--- config.mk ---
export PLATFORM = sky130hd
export DESIGN_NAME = uart_rx
export DESIGN_NICKNAME = d
export VERILOG_FILES = /design/src/rtl/uart_pkg.sv /design/src/rtl/uart_rx_sync.sv /design/src/rtl/uart_rx.sv
export SDC_FILE = /design/constraint.sdc
export NUM_CORES = 1
export LEC_CHECK = 0
export CAP_MARGIN = 20
export CORE_MARGIN = 5
export CORE_UTILIZATION = 56
export CTS_CLUSTER_DIAMETER = 200
export DETAILED_ROUTE_END_ITERATION = 16
export PLACE_DENSITY = 0.86
export SLEW_MARGIN = 10
export SYNTH_ARGS = -nofsm -noshare
export SYNTH_HDL_FRONTEND = slang
export SYNTH_SLANG_ARGS = --single-unit
--- constraint.sdc ---
create_clock -name CLOCK_50 -period 2.3 [get_ports CLOCK_50]
set_input_delay 0.345 -clock CLOCK_50 [delete_from_list [all_inputs] [get_ports CLOCK_50]]
set_output_delay 0.345 -clock CLOCK_50 [all_outputs]
set_load 0.01 [all_outputs]
--- src/rtl/uart_pkg.sv ---
// Shared UART definitions: the receive FSM state encoding, frame constants
// and the default bit period.
package uart_pkg;

    localparam int DEFAULT_CLKS_PER_BIT = 5208;
    localparam int DATA_BITS            = 8;

    typedef enum logic [2:0] {
        IDLE      = 3'd0,
        START     = 3'd1,
        DATA      = 3'd2,
        STOP      = 3'd3,
        WAIT_HIGH = 3'd4
    } uart_state_e;

endpackage

--- src/rtl/uart_rx_sync.sv ---
// Two-flop synchronizer for the asynchronous serial line; resets to the
// idle-high level so reset never looks like a start bit.
module uart_rx_sync (
    input  logic clk,
    input  logic rst_n,
    input  logic line,
    output logic sync
);

    logic meta;

    always_ff @(posedge clk or negedge rst_n) begin
        if (!rst_n) begin
            meta <= 1'b1;
            sync <= 1'b1;
        end else begin
            meta <= line;
            sync <= meta;
        end
    end

endmodule

--- src/rtl/uart_rx.sv ---
// 8N1 UART receiver: centre-samples each bit, holds one byte for the
// consumer and flags overrun and framing errors.
module uart_rx
    import uart_pkg::*;
#(
    parameter int CLKS_PER_BIT = DEFAULT_CLKS_PER_BIT
) (
    input  logic       CLOCK_50,
    input  logic       RST_N,
    input  logic       UART_RXD,
    input  logic       rx_ack,
    output logic [7:0] rx_data,
    output logic       rx_valid,
    output logic       rx_overrun,
    output logic       rx_frame_err,
    output logic       rx_busy
);

    localparam int CNT_W = $clog2(CLKS_PER_BIT);
    localparam logic [CNT_W-1:0] FULL_LAST = CNT_W'(CLKS_PER_BIT - 1);
    localparam logic [CNT_W-1:0] HALF_LAST = CNT_W'(CLKS_PER_BIT / 2 - 1);
    localparam logic [2:0]       LAST_BIT  = 3'(DATA_BITS - 1);

    uart_state_e      state, state_next;
    logic             rxd_s;
    logic [CNT_W-1:0] baud_cnt;
    logic [2:0]       bit_cnt;
    logic [7:0]       shift;
    logic [1:0]       settle;
    logic             armed;
    logic             half_tick, full_tick;
    logic             byte_done, frame_bad;

    uart_rx_sync u_sync (
        .clk   (CLOCK_50),
        .rst_n (RST_N),
        .line  (UART_RXD),
        .sync  (rxd_s)
    );

    assign half_tick = (baud_cnt == HALF_LAST);
    assign full_tick = (baud_cnt == FULL_LAST);
    assign rx_busy   = (state != IDLE);

    // The synchronizer output is only trustworthy two cycles after reset;
    // a start needs the real line to have been seen high first.
    always_ff @(posedge CLOCK_50 or negedge RST_N) begin
        if (!RST_N) begin
            settle <= 2'd0;
            armed  <= 1'b0;
        end else begin
            if (settle != 2'd2)
                settle <= settle + 2'd1;
            if (settle == 2'd2 && rxd_s)
                armed <= 1'b1;
        end
    end

    always_ff @(posedge CLOCK_50 or negedge RST_N) begin
        if (!RST_N)
            state <= IDLE;
        else
            state <= state_next;
    end

    always_comb begin
        state_next = state;
        byte_done  = 1'b0;
        frame_bad  = 1'b0;
        case (state)
            IDLE:      if (armed && !rxd_s) state_next = START;
            START:     if (half_tick) state_next = rxd_s ? IDLE : DATA;
            DATA:      if (full_tick && bit_cnt == LAST_BIT) state_next = STOP;
            STOP: begin
                if (full_tick) begin
                    state_next = rxd_s ? IDLE : WAIT_HIGH;
                    byte_done  = rxd_s;
                    frame_bad  = !rxd_s;
                end
            end
            WAIT_HIGH: if (rxd_s) state_next = IDLE;
            default:   state_next = IDLE;
        endcase
    end

    always_ff @(posedge CLOCK_50 or negedge RST_N) begin
        if (!RST_N) begin
            baud_cnt <= '0;
            bit_cnt  <= 3'd0;
            shift    <= 8'h00;
        end else begin
            case (state)
                START, STOP: baud_cnt <= (state == START ? half_tick : full_tick)
                                         ? '0 : baud_cnt + 1'b1;
                DATA: begin
                    if (full_tick) begin
                        baud_cnt <= '0;
                        bit_cnt  <= bit_cnt + 3'd1;
                        shift    <= {rxd_s, shift[7:1]};
                    end else begin
                        baud_cnt <= baud_cnt + 1'b1;
                    end
                end
                default: begin
                    baud_cnt <= '0;
                    bit_cnt  <= 3'd0;
                end
            endcase
        end
    end

    // Completion with a same-cycle ack counts as consumed-then-refilled.
    always_ff @(posedge CLOCK_50 or negedge RST_N) begin
        if (!RST_N) begin
            rx_data      <= 8'h00;
            rx_valid     <= 1'b0;
            rx_overrun   <= 1'b0;
            rx_frame_err <= 1'b0;
        end else begin
            rx_frame_err <= frame_bad;
            if (byte_done) begin
                rx_data  <= shift;
                rx_valid <= 1'b1;
                if (rx_valid)
                    rx_overrun <= !rx_ack;
            end else if (rx_ack && rx_valid) begin
                rx_valid   <= 1'b0;
                rx_overrun <= 1'b0;
            end
        end
    end

endmodule
==> results.txt, run 1 <==
----------------------------------------------------
[Setup path]
  Type of destination of the critical path ... register
  Worst reg2reg startpoint ... baud_cnt[5]
  Kind of start point of the critical path ... register
  Critical Setup Path Class ... register to register
  Maximum single-stage delay on the critical path ... 560 ps
  CP max-delay cell ... sky130_fd_sc_hd__or4_4
  Series of cell instances along the critical path ... or4_4, or3_1, or4b_1, a31oi_1
  End point of the critical path ... bit_cnt[0]
  Worst-case register-to-register setup slack ... 120 ps
  Cell family with most CP delay ... simple AND/OR/NAND/NOR gates
  R2R cell count ... 4
  CP startpoint ... baud_cnt[5]
  Worst path bufs/invs ... 0
  Required time at the endpoint of the critical path ... 2580 ps
  Critical path arrival ... 2460 ps
  Worst-path fanout max ... 6
  Critical R2R Capture ... bit_cnt[0]
  Crit. path cell count ... 4

[Die]
  Horizontal extent of the die ... 68.9 µm
  Initial standard-cell utilization of the core ... 58.3%
  Die ar. ... 4750 µm²
  Total I/O pin count ... 16
  DIE HEIGHT ... 68.9 µm
  Core Footprint ... 3340 µm²
  # rows ... 21

[GRT]
  Vias in the first global route ... 1308
  Largest net degree at the start of global routing ... 44
  Global router's overall resource usage ... 17.8%
  Number of antenna violations at the first check in global routing ... 0
  First-pass GRT wire length ... 6.09 mm
  GR Overflow Total ... 0

[Layout]
  Non-filler instance count after layout ... 231
  Growth of design area from synthesis to finish ... 11.5%
  Post-layout nets ... 192
  Share of post-route cells with drive strength above 1 ... 17.8%
  Antenna cells ... 0

[Timing]
  Worst hold slack ... 109 ps
  Unrepaired setup endpoints after global routing ... false
  Final number of max-transition violations ... 0
  Number of setup violations in the final report ... 0
  Worst max-slew margin expressed relative to the limit ... 39.9%
  Setup skew after layout ... 13.3 ps
  Least-Margin Pin Slew ... 901 ps
  Portion of the clock cycle consumed by the worst path in the final layout ... 94.7%
  Maximum clock frequency ... 0.459 GHz
  Minimum period implied by the final worst setup slack ... 2180 ps
  Count of endpoints failing hold in the final timing report ... 0
  Final TNS setup ... 0 ps

[Power and ir drop]
  Cell area power density ... 647 nW/µm²
  Pleak ... 0.979 nW
  Worst vdd ir ... 0.000327 V

[Synthesis]
  Register area share after synthesis ... 55.5%
  YS warnings ... 0
  Mapped cell area ... 1940 µm²
  Cells after synthesis ... 168
  Main area contributors after synthesis ... sky130_fd_sc_hd__dfrtp_1 53%, sky130_fd_sc_hd__mux2_2 9.3%, sky130_fd_sc_hd__xnor2_1 4.1%
  Dominant cell type by area after synthesis ... sky130_fd_sc_hd__dfrtp_1
  Cell variety after synth ... 39
  Number of nets produced by synthesis ... 176
  Number of synthesized register bits ... 43
  Proportion of netlist area held by the largest area contributor ... 52.8%
  Post-synthesis average cell area ... 11.6 µm²

[Routing]
  Final wirelength ... 3.47 mm
  Iteration-0 DRC count of the detailed router ... 99
  Number of routed nets with antenna violations ... 0
  Total via count in the routed design ... 1305
  DR DRC count ... 0
  Total iterations of the first detailed-routing run ... 4
  Routed wire length per instance ... 15.0 µm
  Via density per instance ... 5.65

[Placed design]
  Half-perimeter wire length after placement ... 2.45 mm
  Inst Count DP ... 223
  Total of buffers placed on input and output ports ... 15
  GP Congestion ... 0.878

[Clocking]
  Post-CTS Setup Repair Bufs ... 0
  Number of cells upsized or downsized after cts ... 0
  Clock root buffer master ... sky130_fd_sc_hd__clkbuf_4
  Number of clock buffers inserted by TritonCTS ... 5
  Latest clock arrival within the worst-skew pair ... 360 ps
  Buffer depth of the longest clock path ... 2
  CTS H-tree depth ... 2
  CTS clock-pin slew for the worst setup and hold paths ... 110 ps
  Hold buffers post-CTS ... 0
  CTS tree ... done
  Number of clock sinks ... 43

[Job]
  Max Cap Viol ... 0

[Min path]
  Worst Hold Class ... input pin to asynchronous set/reset pin

[Outcome]
  Run status ... completed

----------------------------------------------------
-- cells in the mapped netlist --
library cell / number
sky130_fd_sc_hd__o21ai_0: 3
sky130_fd_sc_hd__or4bb_1: 1
sky130_fd_sc_hd__a31oi_1: 3
sky130_fd_sc_hd__nand4_1: 5
sky130_fd_sc_hd__nor4_1: 1
sky130_fd_sc_hd__ha_1: 4
sky130_fd_sc_hd__or4_4: 1
sky130_fd_sc_hd__a21oi_1: 2
sky130_fd_sc_hd__nand3_1: 7
sky130_fd_sc_hd__nand2_1: 10
sky130_fd_sc_hd__buf_2: 1
sky130_fd_sc_hd__and2_1: 1
sky130_fd_sc_hd__xnor2_1: 9
sky130_fd_sc_hd__nand4_2: 1
sky130_fd_sc_hd__dfrtp_1: 41
sky130_fd_sc_hd__nor4b_1: 2
sky130_fd_sc_hd__nand3b_1: 1
sky130_fd_sc_hd__dfstp_2: 2
sky130_fd_sc_hd__or4b_1: 1
sky130_fd_sc_hd__nor2b_1: 3
sky130_fd_sc_hd__mux2_2: 16
sky130_fd_sc_hd__nor3_2: 1
sky130_fd_sc_hd__or3_1: 2
sky130_fd_sc_hd__dlygate4sd1_1: 2
sky130_fd_sc_hd__a22oi_1: 1
sky130_fd_sc_hd__nor2_1: 18
sky130_fd_sc_hd__nand4b_1: 2
sky130_fd_sc_hd__nor3_1: 3
sky130_fd_sc_hd__clkdlybuf4s50_2: 1
sky130_fd_sc_hd__nor4bb_1: 1
sky130_fd_sc_hd__clkbuf_1: 2
sky130_fd_sc_hd__inv_1: 7
sky130_fd_sc_hd__nor3b_1: 1
sky130_fd_sc_hd__a32oi_1: 2
sky130_fd_sc_hd__clkbuf_2: 3
sky130_fd_sc_hd__xor2_1: 3
sky130_fd_sc_hd__a21o_1: 2
sky130_fd_sc_hd__a211o_2: 1
sky130_fd_sc_hd__a2bb2oi_1: 1
-- registers in the layout (all words and copies together), names as in the netlist --
register / cells
baud_cnt: 13
rx_valid: 1
settle: 2
rx_data: 8
armed: 1
rx_overrun: 1
u_sync.meta: 1
u_sync.sync: 1
rx_frame_err: 1
state: 3
shift: 8
bit_cnt: 3
-- cell families (layout without fill, tap and decap cells) --
kind of cell | Yosys count | count (layout) | synth area share, %
DFF | 43 | 43 | 55.5
AOI/OAI and AO/OA | 15 | 15 | 5.28
buffers and inverters | 16 | 33 | 4.25
adders and majority gates | 4 | 4 | 2.57
muxes | 16 | 16 | 9.27
xor gates and xnor gates | 12 | 12 | 5.41
and+or+nand+nor | 62 | 62 | 17.8
-- per-stage QoR --
step	area, µm²	power (mW)	worst slack, ps	utilization, %
2_1_floorplan	1940	1.01	145	-
3_5_place_dp	2110	1.06	133	63.3
3_3_place_gp	2110	1.05	170	63.3
4_1_cts	2170	1.42	106	64.9
6_report	2170	1.40	122	64.9
5_1_grt	2170	1.48	33.0	64.9
-- layout by cell type, fill, tap and decap left out, types with 4 or more instances in the layout --
master,n
sky130_fd_sc_hd__ha_1,4
sky130_fd_sc_hd__nor2_1,18
sky130_fd_sc_hd__nand4_1,5
sky130_fd_sc_hd__clkbuf_4,5
sky130_fd_sc_hd__inv_1,7
sky130_fd_sc_hd__clkdlybuf4s50_1,14
sky130_fd_sc_hd__nand3_1,7
sky130_fd_sc_hd__nand2_1,10
sky130_fd_sc_hd__mux2_2,16
sky130_fd_sc_hd__xnor2_1,9
sky130_fd_sc_hd__dfrtp_1,41
-- metal layers --
layer	vias up	share of wire (%)	global-route usage [%]	wire [µm]
li1	615	-	-	-
met1	665	42	21.7	1460
met2	20	53	28.6	1820
met3	5	3.5	5.67	122
met4	0	1.7	8.27	59
met5	-	0	0	0
-- cell type report --
type                            count  area [µm²]
Clock buffer                        6        41.3
Clock inverter                      2        12.5
Fill cell                         266        1170
Inverter                            7        26.3
Multi-Input combinational cell    109         783
Sequential cell                    43        1080
Tap cell                           46        57.6
Timing Repair Buffer               18         168
-- worst min path at each step --
| stage | start | end | slack (ps) | cells after the start |
|---|---|---|---|---|
| floorplan | RST_N | armed | 50 | 0 |
| finish | RST_N | baud_cnt[8] | 110 | 1 |
| detailed placement | u_sync.meta | u_sync.sync | 350 | 0 |
| CTS | RST_N | settle[0] | 130 | 1 |
| global placement | u_sync.meta | u_sync.sync | 350 | 0 |
| global route | RST_N | state[2] | 180 | 1 |
-- where the power goes --
group / switching (mW) / leakage (nW) / internal, mW / total, mW
clock: 0.236 / 0.0282 / 0.118 / 0.354
sequential: 0.0686 / 0.572 / 0.807 / 0.875
combinational: 0.0851 / 0.379 / 0.0864 / 0.172
total: 0.390 / 0.979 / 1.01 / 1.40
Power figures use the tool's default switching activity.
==> run 2: changes to the inputs <==
--- a/config.mk
+++ b/config.mk
@@ -11,6 +11,7 @@
 export CTS_CLUSTER_DIAMETER = 200
 export DETAILED_ROUTE_END_ITERATION = 16
 export PLACE_DENSITY = 0.86
+export SKIP_CTS_REPAIR_TIMING = 1
 export SLEW_MARGIN = 10
 export SYNTH_ARGS = -nofsm -noshare
 export SYNTH_HDL_FRONTEND = slang
==> results of run 2 <==
Final layout, timing and power as in run 1 (identical DEF).
